`src/rtl/osc_freq_meter.sv`:
```
// Multi-channel ring-oscillator frequency meter: counts synchronised oscillator
// rising edges over a programmable window of CLK cycles and latches the results.

// Behavioural stand-in for the ring-oscillator hard macro; output rests low in reset.
module osc (
    input  logic reset,
    output logic out
);
    assign out = ~reset;
endmodule

module osc_freq_meter #(
    parameter int CHANNELS     = 4,
    parameter int COUNT_WIDTH  = 32,
    parameter int WINDOW_WIDTH = 24
) (
    input  logic                            CLK,
    input  logic                            RESET_N,
    input  logic                            START,
    input  logic                            CONTINUOUS,
    input  logic [WINDOW_WIDTH-1:0]         WINDOW,
    input  logic [CHANNELS-1:0]             OSC_EN,
    input  logic                            TEST_MODE,
    input  logic [CHANNELS-1:0]             TEST_OSC,
    output logic                            BUSY,
    output logic                            VALID,
    output logic [CHANNELS*COUNT_WIDTH-1:0] COUNT,
    output logic [CHANNELS-1:0]             SATURATED
);
    localparam logic [1:0] ST_IDLE    = 2'd0;
    localparam logic [1:0] ST_ARM     = 2'd1;
    localparam logic [1:0] ST_MEASURE = 2'd2;
    localparam logic [1:0] ST_LATCH   = 2'd3;

    localparam logic [COUNT_WIDTH-1:0]  CNT_MAX = '1;
    localparam logic [COUNT_WIDTH-1:0]  CNT_ONE = 1;
    localparam logic [WINDOW_WIDTH-1:0] WIN_ONE = 1;

    logic [CHANNELS-1:0] osc_reset;
    logic [CHANNELS-1:0] osc_out;
    logic [CHANNELS-1:0] src;

    assign osc_reset = {CHANNELS{~RESET_N | TEST_MODE}} | ~OSC_EN;

    for (genvar g = 0; g < CHANNELS; g++) begin : g_osc
        osc u_osc (
            .reset (osc_reset[g]),
            .out   (osc_out[g])
        );
    end

    assign src = TEST_MODE ? TEST_OSC : osc_out;

    logic [CHANNELS-1:0] s1_q, s1_d;
    logic [CHANNELS-1:0] s2_q, s2_d;
    logic [CHANNELS-1:0] s3_q, s3_d;
    logic [CHANNELS-1:0] rise;

    logic [1:0]                              state_q, state_d;
    logic [WINDOW_WIDTH-1:0]                 win_len_q, win_len_d;
    logic [WINDOW_WIDTH-1:0]                 win_cnt_q, win_cnt_d;
    logic [CHANNELS-1:0][COUNT_WIDTH-1:0]    cnt_q, cnt_d;
    logic [CHANNELS-1:0]                     sat_q, sat_d;
    logic                                    busy_q, busy_d;
    logic                                    valid_q, valid_d;
    logic [CHANNELS*COUNT_WIDTH-1:0]         count_q, count_d;
    logic [CHANNELS-1:0]                     sat_out_q, sat_out_d;

    always_comb begin
        s1_d = src;
        s2_d = s1_q;
        s3_d = s2_q;
        rise = s2_q & ~s3_q;

        state_d   = state_q;
        win_len_d = win_len_q;
        win_cnt_d = win_cnt_q;
        cnt_d     = cnt_q;
        sat_d     = sat_q;
        count_d   = count_q;
        sat_out_d = sat_out_q;
        valid_d   = 1'b0;

        case (state_q)
            ST_IDLE: begin
                if (START) begin
                    state_d   = ST_ARM;
                    win_len_d = (WINDOW == '0) ? WIN_ONE : WINDOW;
                end
            end
            ST_ARM: begin
                cnt_d     = '0;
                sat_d     = '0;
                win_cnt_d = win_len_q;
                state_d   = ST_MEASURE;
            end
            ST_MEASURE: begin
                for (int i = 0; i < CHANNELS; i++) begin
                    if (rise[i]) begin
                        if (cnt_q[i] == CNT_MAX) begin
                            sat_d[i] = 1'b1;
                        end else begin
                            cnt_d[i] = cnt_q[i] + CNT_ONE;
                        end
                    end
                end
                win_cnt_d = win_cnt_q - WIN_ONE;
                // Results are published on the final counting edge so VALID and COUNT coincide in LATCH.
                if (win_cnt_q == WIN_ONE) begin
                    state_d   = ST_LATCH;
                    valid_d   = 1'b1;
                    count_d   = cnt_d;
                    sat_out_d = sat_d;
                end
            end
            ST_LATCH: begin
                state_d = CONTINUOUS ? ST_ARM : ST_IDLE;
            end
            default: begin
                state_d = ST_IDLE;
            end
        endcase

        busy_d = (state_d != ST_IDLE);
    end

    always_ff @(posedge CLK or negedge RESET_N) begin
        if (!RESET_N) begin
            s1_q      <= '0;
            s2_q      <= '0;
            s3_q      <= '0;
            state_q   <= ST_IDLE;
            win_len_q <= '0;
            win_cnt_q <= '0;
            cnt_q     <= '0;
            sat_q     <= '0;
            busy_q    <= 1'b0;
            valid_q   <= 1'b0;
            count_q   <= '0;
            sat_out_q <= '0;
        end else begin
            s1_q      <= s1_d;
            s2_q      <= s2_d;
            s3_q      <= s3_d;
            state_q   <= state_d;
            win_len_q <= win_len_d;
            win_cnt_q <= win_cnt_d;
            cnt_q     <= cnt_d;
            sat_q     <= sat_d;
            busy_q    <= busy_d;
            valid_q   <= valid_d;
            count_q   <= count_d;
            sat_out_q <= sat_out_d;
        end
    end

    assign BUSY      = busy_q;
    assign VALID     = valid_q;
    assign COUNT     = count_q;
    assign SATURATED = sat_out_q;

endmodule

```
`config.mk`:
```
export PLATFORM = sky130hd
export DESIGN_NAME = osc_freq_meter
export DESIGN_NICKNAME = d
export VERILOG_FILES = /design/src/rtl/osc_freq_meter.sv
export SDC_FILE = /design/constraint.sdc
export NUM_CORES = 1
export LEC_CHECK = 0
export CAP_MARGIN = 40
export CORE_MARGIN = 8
export CORE_UTILIZATION = 30
export CTS_BUF_LIST = sky130_fd_sc_hd__clkbuf_16
export CTS_CLUSTER_DIAMETER = 60
export DETAILED_ROUTE_END_ITERATION = 7
export GPL_ROUTABILITY_DRIVEN = 0
export PLACE_DENSITY_LB_ADDON = 0.1
export SYNTH_ARGS = -nofsm -noshare
export SYNTH_HDL_FRONTEND = slang
export SYNTH_SLANG_ARGS = --single-unit
```
`constraint.sdc`:
```
create_clock -name CLK -period 2.7 [get_ports CLK]
set_input_delay 0.54 -clock CLK [delete_from_list [all_inputs] [get_ports CLK]]
set_output_delay 0.54 -clock CLK [all_outputs]
set_load 0.05 [all_outputs]
```
* After elaboration in Yosys (flattened, before gate mapping)
Cells that the tools add are included.
** Operators by class
- Reductions and logical operators :: 6
- Multiplexer cells :: 27
- Eq/ne operators :: 8
- Add/sub/neg operators :: 5
- Bitwise logic cells :: 10
** Operator list (number)
- 32-bit two-way mux :: 8
- 128-bit one-hot mux with 2 select lines :: 1
- 32-bit by 1-bit adder with 32-bit output, second input constant :: 4
- 32-bit == test, second input constant :: 4
- 24-bit one-hot mux with 2 select lines :: 1
- 24-bit by 1-bit == test with 1-bit output, second input constant :: 1
- 24-bit zero test :: 1
- 24-bit two-way mux :: 1
- 24-bit by 1-bit subtractor with 24-bit output, second input constant :: 1
- 1-bit two-way mux :: 11
- 4-bit inverter :: 2
- 2-bit one-hot mux with 4 select lines :: 1
- 4-bit one-hot mux with 2 select lines :: 1
- 1-bit inverter :: 5
- 4-bit AND :: 1
- 2-bit == test, second input constant :: 2
- 2-bit two-way mux :: 2
- 4-bit two-way mux :: 1
- 4-bit OR :: 1
- 2-bit AND reduction :: 2
- 2-bit nonzero test :: 2
- 2-bit by 1-bit == test with 1-bit output, second input constant :: 1
- 2-bit zero test :: 1
- 1-bit OR :: 1
** Word-level totals
- Bits of input ports :: 37
- Word-level logic and storage cells :: 71
- Flip-flop bits (word level) :: 328
- Output and inout bits :: 134

* Depth between registers and ports, before layout
Gate-level depths: netlist of run 1.
- Word-level depth :: 5
- Mapped depth :: 11
- Gate-level depth less buffers :: 8

* Modules after synthesis
A second synthesis of run 1 with hierarchy kept.
** Second synthesis, totals
- Cell total of the unflattened synthesis :: 1816
- Area, all modules :: 16806.1 um2
** By module, submodules not included
- osc_freq_meter :: cells an instance 1812, instances 1, sequential area each 8207.9 um2, area each 16791.1 um2
- osc :: cells an instance 1, instances 4, sequential area each 0.0 um2, area each 3.8 um2

* Worst setup path after synthesis of run 1
OpenSTA, ideal clock, no wires.
- Path type :: flip-flop to flip-flop
- Start :: reg cnt_q[96] (netlist name)
- End :: reg count_q[124] (netlist: COUNT[124])
- Stages on the path, launching flop included :: 9
- Required time :: 2.571 ns
- Period minus slack after synthesis :: 2.582 ns
- Arrival :: 2.453 ns
- Path buffers :: 1
- Slack :: 0.118 ns
- Setup time :: 0.129 ns
- Cell sequence :: dfrtp_1 -> ha_1 -> nand2_1 -> or4_4 -> or4_4 -> buf_6 -> nor4_4 -> xnor2_1 -> o21ai_2
** Between the ends
- Longest elaborated chain between the ends :: 3
** Ends and longest elaborated chain
- from (decl) :: RTL line 62 : logic [CHANNELS-1:0][COUNT_WIDTH-1:0] cnt_q, cnt_d;
- from (signal assigned) :: RTL line 148 : cnt_q <= cnt_d;
- 32-bit by 1-bit adder with 32-bit output or 32-bit == test (tied branches) :: RTL line 103, 100
- 32-bit two-way mux * :: RTL line 100 : if (cnt_q[i] == CNT_MAX) begin
- 32-bit two-way mux * :: RTL line 99 : if (rise[i]) begin
- to (signal assigned) :: RTL line 152 : count_q <= count_d;
- to (decl) :: RTL line 66 : logic [CHANNELS*COUNT_WIDTH-1:0] count_q, count_d;
Every way passes the cells marked *; elsewhere a longest branch is shown, timed or not.
A chain may end at the register's enable or synchronous reset.

* Final worst setup path of run 1
- Start :: reg cnt_q[96] (netlist name)
- End :: reg cnt_q[120] (netlist name)
** Between the ends
- Longest elaborated chain between the ends :: 4
** Ends and longest elaborated chain
- 32-bit by 1-bit adder with 32-bit output or 32-bit == test (tied branches) :: RTL line 103, 100
- 32-bit two-way mux * :: RTL line 100
- 32-bit two-way mux * :: RTL line 99
- 128-bit one-hot mux with 2 select lines * :: RTL line 84 : case (state_q)
Marks and branches as above.

==> results.py, run 1 <==
metrics = {
    "die": {
        "die_area_sq_um": 63800,
        "die_y_microns": 253,
        "io_pins": 171,
        "initial_core_util_pct": 30.4,
        "die_w_microns": 253,
        "num_rows": 86,
        "core-area_sq_um": 55200,
    },
    "global_routing": {
        "gr-usage-all-layers_pct": 15.5,
        "grt_pass1_wl_microns": 80200,
        "first_global_vias": 14000,
        "antenna_found_initial": 0,
        "gr-total-overflow": 0,
        "grt_max_degree": 193,
    },
    "timing": {
        "worst_clock_skew_ns": 0.0202,
        "slew_violations": 0,
        "setup_viol": 0,
        "period_share_pct": 93.9,
        "finalHoldViolCount": 0,
        "max-slew-margin-rel_pct": 47.1,
        "fin_crit_ns": 2.53,
        "worst_slew_pin_slew_ns": 0.794,
        "rsz0062_at_grt": "false",
        "finalWorstSetupSlack_ns": 0.165,
        "setup_tns_ns": 0,
        "max_freq_mhz": 395,
    },
    "detailed_routing": {
        "ant_nets": 0,
        "dr.pass1.iters": 5,
        "top_layer": "met4",
        "dr_total_vias": 14000,
        "routed-wl-met3_microns": 2090,
        "initialDrtViolationCount": 861,
        "wl_met1_microns": 23300,
        "viasPerCell": 5.11,
        "drc": 0,
        "routedWlPerCell_microns": 18.2,
        "drt-total-wl_microns": 50100,
        "wl_met2_microns": 23800,
    },
    "worst_setup_path": {
        "worstSetupPathType": "reg -> reg",
        "worstSetupEndpointType": "flop",
        "cp_max_fo": 6,
        "startpoint_type": "flop",
        "crit_path_max_incr_delay_ns": 0.61,
        "critPathTopFamily": "simple AND/OR/NAND/NOR gates",
        "path_buf_inv": 0,
        "arrival_ns": 2.98,
        "cpMostUsedCell": "or4_4",
        "regToRegSetupSlack_ns": 0.17,
        "reg2regPathDepth": 7,
        "r2r_end": "cnt_q[120]",
        "reg2reg_from": "cnt_q[96]",
        "cp_slowest_cell": "or4_4",
        "required_ns": 3.14,
        "cp_cell_sequence": "ha_1 -> nand2_1 -> or4_4 -> or4_4 -> nor3b_2 -> mux2i_1 -> o2bb2ai_1",
    },
    "flow_run": {
        "maxCapViolCount": 0,
    },
    "yosys": {
        "ys_warn_count": 0,
        "netlist.area_leader.share_pct": 48.9,
        "synth-main-ff-cell": "dfrtp_1",
        "synthMostInstantiatedCell": "dfrtp_1",
        "synthTopCellsByArea": "dfrtp_1 49%, nand2_1 6.4%, nand3_1 4.6%",
        "syn_area_per_cell_sq_um": 9.29,
        "synthArstFlopShare_pct": 100,
        "syn_nets": 1854,
        "ys_top_cells_by_count": "328 x dfrtp_1, 288 x nand2_1, 153 x nand3_1",
        "ys_seq_elements": 328,
        "syn_area_sq_um": 16800,
        "synth_cell_types": 70,
        "ys_seq_area_share_pct": 48.9,
        "yosys.area.top_type": "dfrtp_1",
        "syn-instance-count": 1807,
        "synth-edff-count": 0,
    },
    "hold_path": {
        "hold_class": "reg -> reg",
        "hold_end": "s2_q[3]",
        "hp-start": "s1_q[3]",
        "hold_depth": 0,
    },
    "placed_design": {
        "port_buffers": 170,
        "place.detailed.hpwl_microns": 34200,
        "preCtsSetupSlack_ns": 0.113,
    },
    "cts": {
        "htreeDepth": 2,
        "clkTransAtPathRegs_ns": 0.05,
        "cts_tree": "built",
        "post_cts_buffers": 0,
        "cts_buffer_depth": 3,
        "cts_buffers": 43,
        "cts_sinks": 328,
        "clk_latency_ns": 0.57,
        "clockRootBuffer": "clkbuf_16",
    },
    "pwr": {
        "p_int_w": 0.00895,
        "combPwrFrac_pct": 6.0,
        "peakVddDrop_mv": 0.427,
        "netSwitchingFraction_pct": 24.0,
        "p_leak_nw": 8.35,
        "seqPwrFrac_pct": 44.4,
        "switching_power_w": 0.00282,
        "pwr-share-clk_pct": 49.6,
        "p_per_area_nw_per_um2": 557,
    },
    "layout": {
        "syn2layout_area_growth_pct": 25.9,
        "drive_gt1_share_pct": 9.21,
        "final_core_util_pct": 38.3,
        "fin_nets": 2014,
        "diodes": 0,
    },
    "status": {
        "status": "finished clean",
    },
}
-- cell type report --
type                       count  area (sq um)
timing repair buffer         244          2420
multi-input combinational   1306          7960
sequential                   328          8210
inverter                      44           168
fill                        5470         34100
clock buffer                  45          1130
tap                          748           936
clock inverter                31           312
-- flip-flops by register name, indices dropped and copies added, names as in the netlist --
name       flops
cnt_q        128
win_cnt_q     24
state_q        2
s2_q           4
VALID          1
s3_q           4
SATURATED      4
COUNT        128
sat_q          4
BUSY           1
win_len_q     24
s1_q           4
-- cell usage in the layout (no fill, tap or decap), drive strengths merged, types with 4 or more instances in the layout --
master | synthesis | layout
dfrtp | 328 | 328
nand2 | 288 | 288
clkdlybuf4s50 | 0 | 169
nand3 | 154 | 154
o21ai | 140 | 140
nor2 | 77 | 77
buf | 14 | 74
o311ai | 73 | 73
xor2 | 72 | 72
nand4 | 63 | 63
inv | 44 | 50
clkbuf | 115 | 45
a21oi | 43 | 43
xnor2 | 42 | 42
nor3 | 32 | 32
o22ai | 26 | 26
mux2 | 25 | 25
nor4 | 25 | 25
and3 | 24 | 24
and4 | 23 | 23
mux2i | 23 | 23
a31oi | 22 | 22
clkinv | 0 | 16
o221ai | 14 | 14
o2bb2ai | 14 | 14
and2 | 13 | 13
a221o | 11 | 11
or3 | 10 | 10
ha | 10 | 10
a22o | 8 | 8
or2 | 7 | 7
o211ai | 6 | 6
bufinv | 0 | 6
nand2b | 5 | 5
a41oi | 5 | 5
nor2b | 4 | 4
a311oi | 4 | 4
a21o | 4 | 4
or4 | 4 | 4
-- worst register-to-register path: cells and delay by family (launching register included) --
family	cells	cell delay, ns
AND/OR/NAND/NOR	4	1.57
flip-flops	1	0.35
adder cells (fa/ha/maj)	1	0.21
multiplexers	1	0.21
AO/OA/AOI/OAI	1	0.09
-- metal layers --
layer / GRT usage [%] / vias up
met2: 25.4 / 239
met3: 2.66 / 59
met5: 0 / -
met4: 4.07 / 0
met1: 20.9 / 6820
li1: - / 6925
-- power groups by stage --
stage	sequential, W	clock [W]	combinational [W]
2_1_floorplan	0.00527	0	0.000396
3_3_place_gp	0.00530	0	0.000714
3_5_place_dp	0.00531	0	0.000723
4_1_cts	0.00522	0.00606	0.000728
5_1_grt	0.00525	0.00624	0.000812
6_report	0.00523	0.00584	0.000711
-- per-stage QoR --
stage                     total power (W)  cell area (sq um)  hold WS [ns]  std cells
after floorplan                   0.00566              16800         0.244       1807
after global placement            0.00602              19600         0.339       2667
after detailed placement          0.00603              19700         0.343       2669
after CTS                          0.0120              21100         0.351       2746
after global routing               0.0123              21100         0.364       2746
final                              0.0118              21100         0.349       2746
-- worst max-delay path by stage --
stage / startpoint / end / slack, ns / cells past startpoint
after floorplan: cnt_q[96] / COUNT[124] / 0.12 / 8
after detailed placement: cnt_q[104] / cnt_q[125] / 0.11 / 6
after global routing: state_q[0] / COUNT[127] / 0.008 / 8
after global placement: cnt_q[104] / cnt_q[125] / 0.13 / 6
final: cnt_q[96] / cnt_q[120] / 0.17 / 7
after CTS: cnt_q[104] / cnt_q[125] / 0.05 / 6
-- what timing repair did --
action	CTS	global route
setup endpoints to repair	0	3
gates resized for setup	0	2
hold buffers	1	0
endpoints found under the hold margin	28	0
-- cells by family (layout without fill, tap and decap cells) --
kind of cell,count (synthesis),in the layout,share of synthesized area (%)
AND/OR/NAND/NOR,745,745,21.9
adder cells (fa/ha/maj),10,10,0.746
AO/OA/AOI/OAI,389,389,15.5
XOR/XNOR,114,114,5.95
buffers and inverters,173,364,3.94
flip-flops,328,328,48.9
multiplexers,48,48,3.05
Power figures use the tool's default switching activity.
==> run 2: changes to the inputs <==
--- a/config.mk
+++ b/config.mk
@@ -12,6 +12,7 @@
 export CTS_CLUSTER_DIAMETER = 60
 export DETAILED_ROUTE_END_ITERATION = 7
 export GPL_ROUTABILITY_DRIVEN = 0
+export GPL_TIMING_DRIVEN = 0
 export PLACE_DENSITY_LB_ADDON = 0.1
 export SYNTH_ARGS = -nofsm -noshare
 export SYNTH_HDL_FRONTEND = slang
==> constraint.sdc (replaced) <==
create_clock -name CLK -period 3.2 [get_ports CLK]
set_input_delay 0.64 -clock CLK [delete_from_list [all_inputs] [get_ports CLK]]
set_output_delay 0.64 -clock CLK [all_outputs]
set_load 0.05 [all_outputs]
==> run 2 against run 1 <==
Compared with the run above: cell area fell by 0.66%; hold slack got worse by 0.32 ns; clock-buffer cell count fell by 1; wire length rose by 18%; maximum frequency fell by 16%; global-route usage rose by 2.7 points; clock skew rose by 0.0041 ns; sequential share of layout area rose by 0.26 points; die area did not move; clock power fell by 24%; first-iteration DRC count rose by 22%; largest power group unchanged.
==> results.py, run 2 (synthesis gave the netlist of run 1 again) <==
metrics = {
    "status": {
        "status": "finished clean",
    },
    "cts": {
        "post_cts_buffers": 0,
        "clk_latency_ns": 0.58,
        "htreeDepth": 2,
        "cts_buffer_depth": 3,
        "clkTransAtPathRegs_ns": 0.06,
        "clockRootBuffer": "clkbuf_16",
        "cts_buffers": 43,
        "cts_sinks": 328,
        "cts_tree": "built",
    },
    "global_routing": {
        "gr-total-overflow": 0,
        "use_met2_pct": 29.8,
        "grt_max_degree": 110,
        "antenna_found_initial": 1,
        "first_global_vias": 14900,
        "use_met1_pct": 24.8,
        "use_met3_pct": 3.02,
        "grt_pass1_wl_microns": 91100,
        "grt.busiest_layer": "met2",
        "gr-usage-all-layers_pct": 18.2,
    },
    "pwr": {
        "peakVddDrop_mv": 0.319,
        "power_w": 0.00942,
        "p_leak_nw": 8.21,
        "p_per_area_nw_per_um2": 449,
    },
    "detailed_routing": {
        "dr.pass1.iters": 7,
        "drt-total-wl_microns": 59000,
        "routedWlPerCell_microns": 20.9,
        "ant_nets": 0,
        "viasPerCell": 5.31,
        "dr_total_vias": 15000,
        "initialDrtViolationCount": 1052,
        "drc": 0,
    },
    "layout": {
        "fillCellCount": 5547,
        "design_area_sq_um": 21000,
        "multi_input_area_sq_um": 7920,
        "drive_gt1_share_pct": 6.48,
        "diodes": 0,
        "syn2layout_area_growth_pct": 25.1,
        "stdcell_count": 2816,
        "register_area_sq_um": 8210,
        "final_common_cell": "dfrtp_1",
        "layout_common_cells": "328 x dfrtp_1, 288 x nand2_1, 169 x clkdlybuf4s50_1",
        "final_core_util_pct": 38.0,
        "fin_nets": 2088,
    },
    "worst_setup_path": {
        "worstSetupPathType": "reg -> reg",
        "endpoint": "COUNT[122]",
        "cp_slowest_cell": "dfrtp_1",
        "arrival_ns": 3.42,
        "startpoint_type": "flop",
        "cp_cell_sequence": "inv_1 -> ha_2 -> nor4bb_2 -> and4_1 -> nand3_1 -> clkbuf_1 -> buf_4 -> clkbuf_1 -> buf_8 -> buf_2 -> nand2_1 -> o21ai_0",
        "startpoint": "state_q[0]",
        "crit_path_max_incr_delay_ns": 0.37,
        "reg2reg_from": "state_q[0]",
        "r2r_end": "COUNT[122]",
        "worstSetupEndpointType": "flop",
        "regToRegSetupSlack_ns": 0.19,
        "required_ns": 3.62,
        "cpMostUsedCell": "clkbuf_1",
        "reg2regPathDepth": 12,
        "cp_max_fo": 10,
    },
    "die": {
        "initial_core_util_pct": 30.4,
        "die_y_microns": 253,
        "io_pins": 171,
        "die_area_sq_um": 63800,
        "die_w_microns": 253,
        "num_rows": 86,
        "core-area_sq_um": 55200,
    },
    "timing": {
        "worst_slew_pin_slew_ns": 0.992,
        "worst_clock_skew_ns": 0.0242,
        "finalWorstSetupSlack_ns": 0.191,
        "setup_viol": 0,
        "max-slew-margin-rel_pct": 33.4,
        "fin_crit_ns": 3.01,
        "period_share_pct": 94.0,
        "slew_violations": 0,
        "max_freq_mhz": 332,
        "rsz0062_at_grt": "false",
        "finalHoldViolCount": 0,
    },
    "hold_path": {
        "hold_class": "in -> async",
    },
    "placed_design": {
        "preCtsSetupSlack_ns": -0.474,
        "dpl-instance-area_sq_um": 19700,
        "place.detailed.hpwl_microns": 43900,
        "port_buffers": 170,
        "dp_cells": 2745,
    },
    "flow_run": {
        "maxCapViolCount": 0,
    },
}
[run 2: cell types whose count changed in the layout (fill, tap and decap cells not counted), sizes merged]
cell	delta
buf	-39
clkinvlp	-3
dlygate4sd3	-1
bufinv	-5
clkdlybuf4s15	+2
inv	+9
clkinv	-4
clkbuf	+111
[run 2: repair_timing]
action,in CTS,in global routing
hold buffers,0,0
cloned,0,0
endpoints found under the setup margin,81,33
resized for setup,5,6
[run 2: worst max-delay path, delay by kind of cell (launching register included)]
family	cells	cell delay, ns
flops	1	0.37
simple gates	4	0.85
compound gates	1	0.08
buf+inv	6	1.26
fa+ha+maj	1	0.26
[run 2: stage by stage]
stage	hold WS, ns	TNS [ns]
after floorplan	0.331	0
after global placement	0.337	-4771.01
after detailed placement	0.340	-16.71
after CTS	0.0558	0
after global routing	0.0682	0
final	0.0315	0
[run 2: how the worst min path moves through the flow]
stage                  from   endpoint  slack (ns)  cells after the start
floorplan           s1_q[0]    s2_q[0]        0.33                      0
CTS                 RESET_N  COUNT[37]        0.06                      1
global placement    s1_q[1]    s2_q[1]        0.34                      0
global route        RESET_N  COUNT[37]        0.07                      1
finish              RESET_N  COUNT[37]        0.03                      1
detailed placement  s1_q[2]    s2_q[2]        0.34                      0
[run 2: routing by layer]
metal / routed length [microns] / share of wire, %
met5: 0 / 0
met4: 1310 / 2.2
met3: 2740 / 4.6
met2: 27800 / 47
met1: 27100 / 46
[run 2: power breakdown]
part           switching, W  internal [W]
Sequential         0.000145       0.00427
Combinational      0.000340      0.000240
Clock               0.00187       0.00256
[run 2: final cells by class]
type,count,area share (%)
Clock inverter,28,0.810
Multi-Input combinational cell,1306,37.7
Clock buffer,44,5.24
Buffer,127,2.37
Inverter,44,0.787
Tap cell,748,4.46
Timing Repair Buffer,191,9.51
Sequential cell,328,39.1
